===== src/rtl/fetch_pkg.sv =====
// Shared constants, state encoding and address helper for the instruction fetch stage.
package fetch_pkg;

   localparam int XLEN       = 32;
   localparam int INST_BYTES = 4;

   localparam logic [XLEN-1:0] RESET_PC_DEFAULT = 32'h0000_0000;
   localparam logic [XLEN-1:0] NOP              = 32'h0000_0013;

   typedef enum logic [0:0] {
      FETCH_RUN   = 1'b0,
      FETCH_FLUSH = 1'b1
   } fetch_state_e;

   function automatic logic [XLEN-1:0] word_align(input logic [XLEN-1:0] addr);
      return {addr[XLEN-1:2], 2'b00};
   endfunction

endpackage


===== src/rtl/instruction_fetch_if.sv =====
// Memory request/response, redirect and decode handshake bundle of the fetch stage.
interface instruction_fetch_if;
   import fetch_pkg::*;

   logic            imem_req_valid;
   logic            imem_req_ready;
   logic [XLEN-1:0] imem_req_addr;
   logic            imem_resp_valid;
   logic [XLEN-1:0] imem_resp_data;
   logic            redirect_valid;
   logic [XLEN-1:0] redirect_pc;
   logic            inst_valid;
   logic            inst_ready;
   logic [XLEN-1:0] instruction;
   logic [XLEN-1:0] inst_pc;

   modport master (
      output imem_req_valid, imem_req_addr, inst_valid, instruction, inst_pc,
      input  imem_req_ready, imem_resp_valid, imem_resp_data,
      input  redirect_valid, redirect_pc, inst_ready
   );

   modport slave (
      input  imem_req_valid, imem_req_addr, inst_valid, instruction, inst_pc,
      output imem_req_ready, imem_resp_valid, imem_resp_data,
      output redirect_valid, redirect_pc, inst_ready
   );

endinterface


===== src/rtl/fetch_fifo.sv =====
// Synchronous instruction buffer of {pc, word} entries with single-cycle flush.
module fetch_fifo import fetch_pkg::*; #(
   parameter int DEPTH = 2,
   parameter int CW    = $clog2(DEPTH + 1)
) (
   input  logic              clk,
   input  logic              rst,
   input  logic              flush,
   input  logic              push,
   input  logic [2*XLEN-1:0] push_data,
   input  logic              pop,
   output logic [2*XLEN-1:0] head_data,
   output logic [CW-1:0]     count
);

   localparam int AW = $clog2(DEPTH);

   logic [2*XLEN-1:0] mem_q [DEPTH];
   logic [2*XLEN-1:0] mem_d [DEPTH];
   logic [AW-1:0]     rd_ptr_q, rd_ptr_d;
   logic [AW-1:0]     wr_ptr_q, wr_ptr_d;
   logic [CW-1:0]     count_q, count_d;
   logic              do_push, do_pop;

   // A push into a full buffer is only taken when a pop frees the slot in the same cycle.
   always_comb begin
      do_pop   = pop && (count_q != '0);
      do_push  = push && ((count_q != CW'(DEPTH)) || do_pop);
      mem_d    = mem_q;
      rd_ptr_d = rd_ptr_q;
      wr_ptr_d = wr_ptr_q;
      count_d  = count_q;
      if (flush) begin
         rd_ptr_d = '0;
         wr_ptr_d = '0;
         count_d  = '0;
      end else begin
         if (do_push) begin
            mem_d[wr_ptr_q] = push_data;
            wr_ptr_d        = wr_ptr_q + AW'(1);
         end
         if (do_pop) begin
            rd_ptr_d = rd_ptr_q + AW'(1);
         end
         count_d = count_q + CW'(do_push) - CW'(do_pop);
      end
   end

   always_ff @(posedge clk) begin
      if (rst) begin
         rd_ptr_q <= '0;
         wr_ptr_q <= '0;
         count_q  <= '0;
      end else begin
         rd_ptr_q <= rd_ptr_d;
         wr_ptr_q <= wr_ptr_d;
         count_q  <= count_d;
      end
   end

   always_ff @(posedge clk) begin
      mem_q <= mem_d;
   end

   assign head_data = mem_q[rd_ptr_q];
   assign count     = count_q;

endmodule


===== src/rtl/instruction_fetch.sv =====
// Credit-based instruction fetch: issues word fetches, buffers responses with their pc,
// and drains stale responses after a redirect before refetching.
module instruction_fetch import fetch_pkg::*; #(
   parameter logic [XLEN-1:0] RESET_PC   = RESET_PC_DEFAULT,
   parameter int              FIFO_DEPTH = 2
) (
   input  logic                clk,
   input  logic                rst,
   instruction_fetch_if.master bus
);

   localparam int              CW           = $clog2(FIFO_DEPTH + 1);
   localparam logic [CW:0]     CREDIT_LIMIT = (CW+1)'(FIFO_DEPTH);
   localparam logic [0:0]      ST_RUN       = FETCH_RUN;
   localparam logic [0:0]      ST_FLUSH     = FETCH_FLUSH;

   logic [0:0]        state_q, state_d;
   logic [XLEN-1:0]   pc_q, pc_d;
   logic [CW-1:0]     outstanding_q, outstanding_d;
   logic [CW-1:0]     drop_cnt_q, drop_cnt_d;
   logic [CW-1:0]     fifo_count;
   logic [2*XLEN-1:0] fifo_head;
   logic [XLEN-1:0]   oldest_pc;
   logic              req_valid, req_fire, resp_fire, inst_valid;
   logic              fifo_push, fifo_pop;

   // In RUN every in-flight request is contiguous and ends just below pc_q,
   // so the pc of the oldest one is recovered arithmetically.
   always_comb begin
      req_valid = !rst && (state_q == ST_RUN) &&
                  (({1'b0, outstanding_q} + {1'b0, fifo_count}) < CREDIT_LIMIT);
      req_fire  = req_valid && bus.imem_req_ready;
      resp_fire = bus.imem_resp_valid && !rst;
      inst_valid = !rst && (fifo_count != '0);
      oldest_pc = pc_q - XLEN'({outstanding_q, 2'b00});
      fifo_push = resp_fire && (state_q == ST_RUN) && !bus.redirect_valid;
      fifo_pop  = inst_valid && bus.inst_ready && !bus.redirect_valid;
   end

   always_comb begin
      state_d       = state_q;
      pc_d          = pc_q;
      outstanding_d = outstanding_q;
      drop_cnt_d    = drop_cnt_q;
      if (req_fire) begin
         pc_d = pc_q + XLEN'(INST_BYTES);
      end
      if (state_q == ST_RUN) begin
         outstanding_d = outstanding_q + CW'(req_fire) - CW'(resp_fire);
      end else begin
         drop_cnt_d = drop_cnt_q - CW'(resp_fire);
         if (drop_cnt_d == '0) begin
            state_d = ST_RUN;
         end
      end
      // Everything still in flight at a redirect, including this cycle's request, is stale.
      if (bus.redirect_valid) begin
         pc_d = word_align(bus.redirect_pc);
         if (state_q == ST_RUN) begin
            drop_cnt_d = outstanding_d;
         end
         outstanding_d = '0;
         state_d       = (drop_cnt_d != '0) ? ST_FLUSH : ST_RUN;
      end
   end

   always_ff @(posedge clk) begin
      if (rst) begin
         state_q       <= ST_RUN;
         pc_q          <= RESET_PC;
         outstanding_q <= '0;
         drop_cnt_q    <= '0;
      end else begin
         state_q       <= state_d;
         pc_q          <= pc_d;
         outstanding_q <= outstanding_d;
         drop_cnt_q    <= drop_cnt_d;
      end
   end

   fetch_fifo #(
      .DEPTH (FIFO_DEPTH),
      .CW    (CW)
   ) u_fifo (
      .clk       (clk),
      .rst       (rst),
      .flush     (bus.redirect_valid),
      .push      (fifo_push),
      .push_data ({oldest_pc, bus.imem_resp_data}),
      .pop       (fifo_pop),
      .head_data (fifo_head),
      .count     (fifo_count)
   );

   assign bus.imem_req_valid = req_valid;
   assign bus.imem_req_addr  = pc_q;
   assign bus.inst_valid     = inst_valid;
   assign bus.instruction    = inst_valid ? fifo_head[XLEN-1:0] : NOP;
   assign bus.inst_pc        = fifo_head[2*XLEN-1:XLEN];

endmodule


===== src/flat_wrapper.sv =====
// flat-port wrapper written by rule: the top's interface ports become plain ports
module instruction_fetch_flat import fetch_pkg::*;
#(
   parameter logic [XLEN-1:0] RESET_PC   = RESET_PC_DEFAULT,
   parameter int              FIFO_DEPTH = 2
)
  (clk, rst, bus_imem_req_valid, bus_imem_req_addr, bus_inst_valid, bus_instruction, bus_inst_pc, bus_imem_req_ready, bus_imem_resp_valid, bus_imem_resp_data, bus_redirect_valid, bus_redirect_pc, bus_inst_ready);
  instruction_fetch_if bus_i ();
  input  logic clk;
  input  logic rst;
  output wire logic [$bits(bus_i.imem_req_valid)-1:0] bus_imem_req_valid;
  output wire logic [$bits(bus_i.imem_req_addr)-1:0] bus_imem_req_addr;
  output wire logic [$bits(bus_i.inst_valid)-1:0] bus_inst_valid;
  output wire logic [$bits(bus_i.instruction)-1:0] bus_instruction;
  output wire logic [$bits(bus_i.inst_pc)-1:0] bus_inst_pc;
  input wire logic [$bits(bus_i.imem_req_ready)-1:0] bus_imem_req_ready;
  input wire logic [$bits(bus_i.imem_resp_valid)-1:0] bus_imem_resp_valid;
  input wire logic [$bits(bus_i.imem_resp_data)-1:0] bus_imem_resp_data;
  input wire logic [$bits(bus_i.redirect_valid)-1:0] bus_redirect_valid;
  input wire logic [$bits(bus_i.redirect_pc)-1:0] bus_redirect_pc;
  input wire logic [$bits(bus_i.inst_ready)-1:0] bus_inst_ready;
  assign bus_imem_req_valid = bus_i.imem_req_valid;
  assign bus_imem_req_addr = bus_i.imem_req_addr;
  assign bus_inst_valid = bus_i.inst_valid;
  assign bus_instruction = bus_i.instruction;
  assign bus_inst_pc = bus_i.inst_pc;
  assign bus_i.imem_req_ready = bus_imem_req_ready;
  assign bus_i.imem_resp_valid = bus_imem_resp_valid;
  assign bus_i.imem_resp_data = bus_imem_resp_data;
  assign bus_i.redirect_valid = bus_redirect_valid;
  assign bus_i.redirect_pc = bus_redirect_pc;
  assign bus_i.inst_ready = bus_inst_ready;
  instruction_fetch #(.RESET_PC(RESET_PC), .FIFO_DEPTH(FIFO_DEPTH)) u_core (.clk(clk), .rst(rst), .bus(bus_i));
endmodule

===== config.mk =====
export PLATFORM = sky130hd
export DESIGN_NAME = instruction_fetch_flat
export DESIGN_NICKNAME = d
export VERILOG_FILES = /design/src/rtl/fetch_pkg.sv /design/src/rtl/instruction_fetch_if.sv /design/src/rtl/fetch_fifo.sv /design/src/rtl/instruction_fetch.sv /design/src/flat_wrapper.sv
export SDC_FILE = /design/constraint.sdc
export NUM_CORES = 1
export LEC_CHECK = 0
export BUFFER_PORTS_ARGS = -buffer_cell sky130_fd_sc_hd__buf_2
export CAP_MARGIN = 10
export CORE_MARGIN = 2
export CORE_UTILIZATION = 49
export DETAILED_ROUTE_END_ITERATION = 8
export PLACE_DENSITY = 0.72
export REMOVE_ABC_BUFFERS = 1
export SLEW_MARGIN = 10
export SYNTH_ARGS = -nofsm -noshare
export SYNTH_HDL_FRONTEND = slang
export SYNTH_SLANG_ARGS = --single-unit

===== constraint.sdc =====
create_clock -name clk -period 4.3 [get_ports clk]
set_input_delay 0.215 -clock clk [delete_from_list [all_inputs] [get_ports clk]]
set_output_delay 0.215 -clock clk [all_outputs]
set_load 0.005 [all_outputs]

==> impl_metrics.toml <==
[setup_path]
crit_type = "reg2reg"
r2r_end = "u_core.u_fifo.mem_q[58]"
crit_start = "u_core.bus.imem_req_addr[2]"
crit_top_cell = "inv_1"
cp.arrival_ns = 3.11
endpoint = "u_core.u_fifo.mem_q[58]"
startpoint_type = "flip-flop"
regToRegSetupSlack_ns = 1.35
slowest_delay_ns = 0.48
crit_fanout = 7
r2r_cells = 9
slowest_stage = "nand4_1"
endpoint_kind = "flip-flop"
crit_required_ns = 4.45
r2r-start = "u_core.bus.imem_req_addr[2]"
worstPathCellList = "inv_1 -> ha_1 -> inv_1 -> fa_1 -> nor3_1 -> nand4_1 -> nor4_1 -> nand3_1 -> xnor2_1"

[yosys]
synth_area_um2 = 7370
synth_ff_type = "edfxtp_1"
muxShareOfSynthArea_pct = 9.07
ys_async_sr_fraction_pct = 0
ys_ff_latch = 163
synth_fa_ha_area_share_pct = 1.73
synth-simple-area-share_pct = 12.9
synth_area_leaders = "edfxtp_1 51%, dfxtp_1 11%, xnor2_1 4.9%"
synth_compound_area_share_pct = 4.64
avgSynthCellArea_um2 = 12.3
syn_inst = 598
ys_seq_area_share_pct = 61.1
synth-edff-count = 124
synth_top_family_by_area = "simple AND/OR/NAND/NOR gates"
synth_top_area_cell = "edfxtp_1"
ys_warn_count = 0
synth_top_area_share_pct = 50.5
synth.distinct_cells = 48
synth_xor_area_share_pct = 7.00

[cells_and_area]
seq_area_um2 = 4510
final_common_cell = "buf_2"
drive_gt1_share_pct = 30.0
nFillCells = 1137
finalNetCount = 854
antennaDiodeCount = 0
multi_input_area_um2 = 2630
syn_to_final_growth_pct = 24.8
fin_area_um2 = 9190
final_cell_mix = "161 x buf_2, 124 x edfxtp_1, 74 x nor2_1, 41 x xnor2_1, 38 x dfxtp_1"

[floorplan]
ios = 168
coreArea_um2 = 14600
start_util_pct = 50.5
rows = 44
die_w_um = 127
die_h_um = 127
die_area_um2 = 16000

[placed_design]
numPortBuffers = 161
post_dp_cell_area_um2 = 8280
dp_hpwl_um = 10600
place_congestion = 0.840

[route]
drt-initial-drc-count = 386
wl_per_cell_um = 17.0
drc = 0
finalWirelength_um = 16500
vias = 5173
vias_per_cell = 5.33
drtAntennaViolNets = 0
dr.pass1.iters = 5

[global_routing]
grt_pass1_wl_um = 25500
grt_pass1_vias = 5009
grt_overflow = 0
grt_util_all_layers_pct = 20.3
grt_max_degree = 64
antenna_found_initial = 0

[sta]
min_period_ns = 2.95
hold_viol_final = 0
skew_ns = 0.00724
setup_viol = 0
worst_pin_slew_ns = 1.05
rsz0062_at_grt = "no"
slew_headroom_pct = 29.9
fin_setup_tns_ns = 0
finalCritPeriodShare_pct = 68.6
hold_ws_ns = 0.0462
maxSlewViolCount = 0
clock.fmax_ghz = 0.339

[clock_tree]
tritoncts = "done"
cts_buffers = 17
clk_latency_ns = 0.41
clk_transition_reported_paths_ns = 0.06
cts_max_level = 4
cts_buffer_depth = 2
clock-root-buffer = "clkbuf_16"
post_cts_resized = 0
cts.sinks = 163

[power_and_ir_drop]
power_density_nw_per_um2 = 398
finalPower_mw = 3.66
vdd_drop_max_mv = 0.249
power_leakage_nw = 3.46

[status]
status = "complete, no violations"

[hold_path]
hold_path.class = "in2reg"

[job]
drv_cap = 0
==> metal layers <==
metal / global-route usage (%) / wire length (um)
met3: 5.95 / 1120
met1: 26.8 / 7410
met4: 6.66 / 235
met5: 0 / 0
met2: 32.3 / 7770
==> power breakdown <==
part           internal, mW  switching, mW
Combinational         0.149          0.163
Sequential             1.76         0.0545
Clock                 0.964          0.577
Total                  2.87          0.794
==> flip-flops by register name, indices dropped and copies added (netlist names) <==
name and count:
u_core.bus.imem_req_addr 30, u_core.drop_cnt_q 2, u_core.outstanding_q 2, u_core.state_q 1, u_core.u_fifo.count 2, u_core.u_fifo.mem_q 124, u_core.u_fifo.rd_ptr_q 1, u_core.u_fifo.wr_ptr_q 1
==> critical path: cells and delay by family (launching register included) <==
| family | cells | cell delay [ns] |
|---|---|---|
| DFF | 1 | 0.36 |
| and+or+nand+nor | 4 | 1.45 |
| buffers and inverters | 2 | 0.16 |
| xor gates and xnor gates | 1 | 0.16 |
| adders and majority gates | 2 | 0.54 |
==> per-stage QoR <==
step | utilization (%) | setup slack (ns) | cells
after floorplan | - | 0.377 | 559
after global placement | 56.7 | 1.38 | 908
after detailed placement | 56.7 | 1.33 | 908
after CTS | 63.0 | 1.33 | 971
after global routing | 63.0 | 1.06 | 971
final | 63.0 | 1.35 | 971
==> worst min-delay path by stage <==
stage,startpoint,to,cells after the start
finish,bus_redirect_pc[4],u_core.bus.imem_req_addr[4],3
global route,bus_redirect_pc[5],u_core.bus.imem_req_addr[5],3
CTS,bus_redirect_pc[7],u_core.bus.imem_req_addr[7],3
detailed placement,bus_imem_resp_data[1],u_core.u_fifo.mem_q[1],1
global placement,bus_imem_resp_data[3],u_core.u_fifo.mem_q[3],1
floorplan,rst,u_core.bus.imem_req_addr[14],1
==> what timing repair did <==
action,in CTS,in global routing
hold buffers,32,0
endpoints found under the hold margin,63,0
buffers inserted,0,0
==> synthesized netlist by cell type (2+ instances only) <==
library cell / number
clkbuf_1: 27
o21ai_0: 7
edfxtp_1: 124
nor2b_1: 3
nand2_1: 35
buf_1: 8
or2_2: 2
nor4_1: 15
nand2b_1: 2
nand4_1: 12
and3_1: 2
nor3_1: 16
nand3b_1: 2
dfxtp_1: 39
or4_4: 3
o21bai_1: 3
ha_1: 7
fa_1: 2
inv_1: 18
xor2_1: 16
a2111oi_0: 2
or3_1: 4
a211oi_1: 15
and4_1: 5
nand3_1: 10
a311oi_1: 5
buf_4: 4
buf_6: 2
mux2_2: 30
nor2_1: 76
and2_1: 3
mux2i_1: 33
a21oi_1: 11
xnor2_1: 41
==> area by class of cell <==
| class | instances | area share [%] |
|---|---|---|
| flip-flops and latches | 163 | 49.0 |
| multi-input cells | 377 | 28.6 |
| repair buffers | 197 | 12.6 |
| clock buffers | 20 | 4.75 |
| well taps | 184 | 2.50 |
| clock inverters | 11 | 1.76 |
| inverters | 19 | 0.776 |
==> cells by family after synthesis <==
kind of cell / after synthesis
buffers and inverters: 61
adder cells (fa/ha/maj): 9
XOR/XNOR: 58
AND/OR/NAND/NOR: 194
other: 1
multiplexers: 63
AO/OA/AOI/OAI: 49
flip-flops: 163
No activity file was read; power rests on OpenSTA's default activity.
